`config.mk`:
```
export PLATFORM = sky130hd
export DESIGN_NAME = if_stage
export DESIGN_NICKNAME = d
export VERILOG_FILES = /design/src/rtl/if_stage.sv
export SDC_FILE = /design/constraint.sdc
export NUM_CORES = 1
export LEC_CHECK = 0
export ABC_CLOCK_PERIOD_IN_PS = 3100
export CORE_AREA = 2 2 92 94
export CTS_CLUSTER_DIAMETER = 50
export DETAILED_ROUTE_END_ITERATION = 7
export DIE_AREA = 0 0 94 96
export PLACE_DENSITY_LB_ADDON = 0.1
export SYNTH_ARGS = -nofsm -noshare
export SYNTH_HDL_FRONTEND = slang
export SYNTH_SLANG_ARGS = --single-unit
```
`constraint.sdc`:
```
create_clock -name clk -period 3.1 [get_ports clk]
set_clock_uncertainty 0.15 [all_clocks]
set_input_delay 0.465 -clock clk [delete_from_list [all_inputs] [get_ports clk]]
set_output_delay 0.465 -clock clk [all_outputs]
set_load 0.01 [all_outputs]
```
`src/rtl/if_stage.sv`:
```
// Instruction fetch stage: PC register, redirect/stall arbitration, IF/ID pipeline register, perf counters.
// Latency: one cycle from imem_addr to id_instr; stall holds PC and IF/ID, redirect overrides stall.
module if_stage #(
    parameter int                 PcWidth  = 8,
    parameter logic [PcWidth-1:0] ResetPc  = 8'h00,
    parameter int                 CntWidth = 16
) (
    input  logic                clk,
    input  logic                rst_n,
    input  logic                stall,
    input  logic                branch,
    input  logic                alu_zero,
    input  logic                jmp,
    input  logic [PcWidth-1:0]  pc_branch,
    input  logic [PcWidth-1:0]  pc_jmp,
    output logic [PcWidth-1:0]  imem_addr,
    input  logic [31:0]         imem_rdata,
    output logic [PcWidth-1:0]  pc,
    output logic [31:0]         id_instr,
    output logic [PcWidth-1:0]  id_pc,
    output logic                id_valid,
    output logic [CntWidth-1:0] fetch_cnt,
    output logic [CntWidth-1:0] flush_cnt
);

    logic               redirect;
    logic               advance;
    logic [PcWidth-1:0] pc_inc;
    logic [PcWidth-1:0] redirect_target;

    // A not-taken branch is just a normal advance.
    assign redirect        = jmp | (branch & alu_zero);
    assign advance         = ~redirect & ~stall;
    assign pc_inc          = pc + PcWidth'(1);
    assign redirect_target = jmp ? pc_jmp : pc_branch;
    assign imem_addr       = pc;

    always_ff @(posedge clk or negedge rst_n) begin
        if (!rst_n) begin
            pc       <= ResetPc;
            id_instr <= 32'h0;
            id_pc    <= '0;
            id_valid <= 1'b0;
        end else if (redirect) begin
            pc       <= redirect_target;
            id_instr <= 32'h0;
            id_pc    <= '0;
            id_valid <= 1'b0;
        end else if (advance) begin
            pc       <= pc_inc;
            id_instr <= imem_rdata;
            id_pc    <= pc_inc;
            id_valid <= 1'b1;
        end
    end

    // Saturating counters: stick at all-ones rather than wrap.
    always_ff @(posedge clk or negedge rst_n) begin
        if (!rst_n) begin
            fetch_cnt <= '0;
            flush_cnt <= '0;
        end else begin
            if (advance && (fetch_cnt != '1)) begin
                fetch_cnt <= fetch_cnt + CntWidth'(1);
            end
            if (redirect && (flush_cnt != '1)) begin
                flush_cnt <= flush_cnt + CntWidth'(1);
            end
        end
    end

endmodule
```
==> flow_summary.yaml <==
pwr:
  p_comb_share_pct: 24.2
  p_sw_w: 0.000857
  p_leak_nw: 2.40
  seq_power_share_pct: 43.9
  ir_worst_vdd_mv: 0.392
  swShare_pct: 27.6
  clkPwrFrac_pct: 32.0
  internal_power_w: 0.00225
  p_per_area_mw_per_mm2: 564
  power.total_w: 0.00310
logic_synthesis:
  synth_cell_types: 41
  ys_warn_count: 0
  synthMuxAreaShare_pct: 10.7
  syn_area_mm2: 0.00378
  async_reset_ff_share_pct: 100
  synth_top_family_by_area: "simple AND/OR/NAND/NOR gates"
  synth_edf_count: 0
  synth_seq_cells: 81
  syn_avg_cell_area_um2: 10.9
  syn-num-nets: 403
  synth_cells: 346
  synth_xor_area_share_pct: 8.57
  synth_compound_area_share_pct: 5.10
  synth_adder_area_share_pct: 0.993
  yosys.area_share.simple_pct: 17.4
  synth_ff_type: "dfrtp_1"
  yosysSeqAreaShare_pct: 53.6
worst_setup_path:
  r2r_start: "flush_cnt[0]$_DFFE_PN0P_"
  required_ns: 3.22
  critPathMaxFanout: 13
  r2r_slack_ns: 1.05
  worst_setup_path_end_kind: "register"
  worstSetupPathType: "primary input to register"
  worstRegToRegCells: 4
  cp_data_arrival_time_ns: 2.33
  worstSetupEndpoint: "fetch_cnt[14]$_DFFE_PN0P_"
  cp-startpoint: "branch"
  regToRegEndpoint: "flush_cnt[1]$_DFFE_PN0P_"
  critPathLaunchType: "primary input"
sta:
  hold_viol_final: 0
  maxSlewHeadroom_pct: 32.0
  tns_ns: 0
  finalCritPeriodShare_pct: 71.3
  tightestPinTransition_ns: 1.02
  setup_viol: 0
  fmax_mhz: 453
  min_period_ns: 2.21
  rsz0062_at_grt: "no"
  holdWs_ns: 0.121
  drv_slew: 0
flow_run:
  max_cap_viol_count: 0
global_route:
  overflow: 0
  grt_pass1_vias: 2979
  grt_pass1_wl_mm: 14.5
  antenna_found_initial: 0
  grt_usage_pct: 20.8
  grt_max_degree: 82
drt:
  routedWlPerCell_um: 15.3
  vias: 3074
  drc: 0
  viasPerCell: 5.20
  ant_nets: 0
  dr.pass1.iters: 5
  drt-initial-drc-count: 110
  drt_wl_total_mm: 9.07
clocking:
  post_cts_resized: 0
  worst_skew_pair.late_latency_ns: 0.35
  cts_tree: "built"
  postCtsSetupBuffers: 0
  cts_htree_levels: 3
  cts_buffers: 9
  cts.sinks: 81
  cts_root_buf: "clkbuf_8"
  postCtsHoldBufs: 0
  path_clk_slew_ns: 0.08
  cts.path.max_buffers: 2
layout:
  finalNetCount: 538
  final_cell_mix: "clkdlybuf4s50_1, dfrtp_1, nor2_1, mux2i_1, xnor2_1"
  layout_commonest_cell: "clkdlybuf4s50_1"
  syn_to_final_growth_pct: 45.5
  finalInstanceArea_mm2: 0.00550
  layout-drive-gt1-share_pct: 5.97
  diodes: 0
die:
  die_x_um: 94
  initial_core_util_pct: 46.9
  ios: 143
  die_area_mm2: 0.00902
  die_y_um: 96
  rows: 33
  core_mm2: 0.00805
status:
  status: "finished, final reports clean"
place:
  place.gp.congestion: 0.875
  portBuffers: 142
  place_area_mm2: 0.00524
  dp_hpwl_mm: 6.39
worst_hold_path:
  hold_class: "primary input to async pin"
synthesized netlist by cell type (all sizes together), types with 3 or more instances:
library cell  instances  area share, %
buf                  15            2.5
ha                    3           0.99
dfrtp                81             54
nor4                  8            1.5
nor2b                 5           0.83
xnor2                19            4.4
inv                   3           0.30
nand4                15            2.5
a21oi                12            1.6
nor3                  8            1.1
mux2i                38             10
xor2                 18            4.2
nand2                14            1.4
nand3                14            1.9
or3                   3           0.63
nor2                 48            4.8
o21ai                 6           0.79
clkbuf                9           0.89
a211oi                5           0.99
state kept, by name (all words and copies together), names as in the netlist:
name       cells
fetch_cnt     16
flush_cnt     16
id_instr      32
id_pc          8
id_valid       1
imem_addr      8
cell families after synthesis:
logic type,after synthesis
fa+ha+maj,3
mux,40
flops,81
xor+xnor,37
compound gates,31
simple gates,127
buf+inv,27
final cells by class:
| type | instances | area (um^2) |
|---|---|---|
| Inverter | 3 | 11.3 |
| Sequential cell | 81 | 2030 |
| Clock buffer | 11 | 131 |
| Fill cell | 657 | 2550 |
| Tap cell | 105 | 131 |
| Clock inverter | 5 | 128 |
| Timing Repair Buffer | 148 | 1460 |
| Multi-Input combinational cell | 238 | 1610 |
critical path: stages:
cell	delay (ns)
clkdlybuf4s50_1	0.45
a211o_1	0.50
or3_4	0.49
nor4b_4	0.26
xor2_1	0.16
worst min-delay path by stage:
stage                               from                   endpoint  slack, ns  cells past startpoint
2_1_floorplan                      rst_n   fetch_cnt[0]$_DFFE_PN0P_       0.02                      0
3_3_place_gp   fetch_cnt[15]$_DFFE_PN0P_  fetch_cnt[15]$_DFFE_PN0P_       0.33                      1
3_5_place_dp   fetch_cnt[15]$_DFFE_PN0P_  fetch_cnt[15]$_DFFE_PN0P_       0.35                      1
4_1_cts                            rst_n    id_instr[6]$_DFFE_PN0P_       0.17                      1
5_1_grt                            rst_n    id_instr[6]$_DFFE_PN0P_       0.21                      1
6_report                           rst_n    id_instr[6]$_DFFE_PN0P_       0.12                      1
power by group through the flow:
| stage | Clock (W) | Combinational [W] | Sequential, W |
|---|---|---|---|
| 6_report | 0.000993 | 0.000750 | 0.00136 |
| 4_1_cts | 0.00101 | 0.000762 | 0.00136 |
| 2_1_floorplan | 0 | 0.000284 | 0.00141 |
| 3_3_place_gp | 0 | 0.000744 | 0.00137 |
| 3_5_place_dp | 0 | 0.000756 | 0.00138 |
| 5_1_grt | 0.00105 | 0.000820 | 0.00139 |
per-stage QoR:
step | util, % | cells | setup slack [ns]
after floorplan | - | 346 | 1.19
after global placement | 65.1 | 575 | 0.585
after detailed placement | 65.1 | 575 | 0.534
after CTS | 68.3 | 591 | 0.915
after global routing | 68.3 | 591 | 0.823
final | 68.3 | 591 | 0.891
metal layers:
metal / track usage (%) / vias up / routed length, um
met5: 0 / - / 0
met1: 27.9 / 1475 / 4060
li1: - / 1477 / -
met3: 5.95 / 8 / 702
met4: 7.73 / 0 / 107
met2: 32.6 / 114 / 4200
Note: power is estimated with default switching activity, not from simulation.
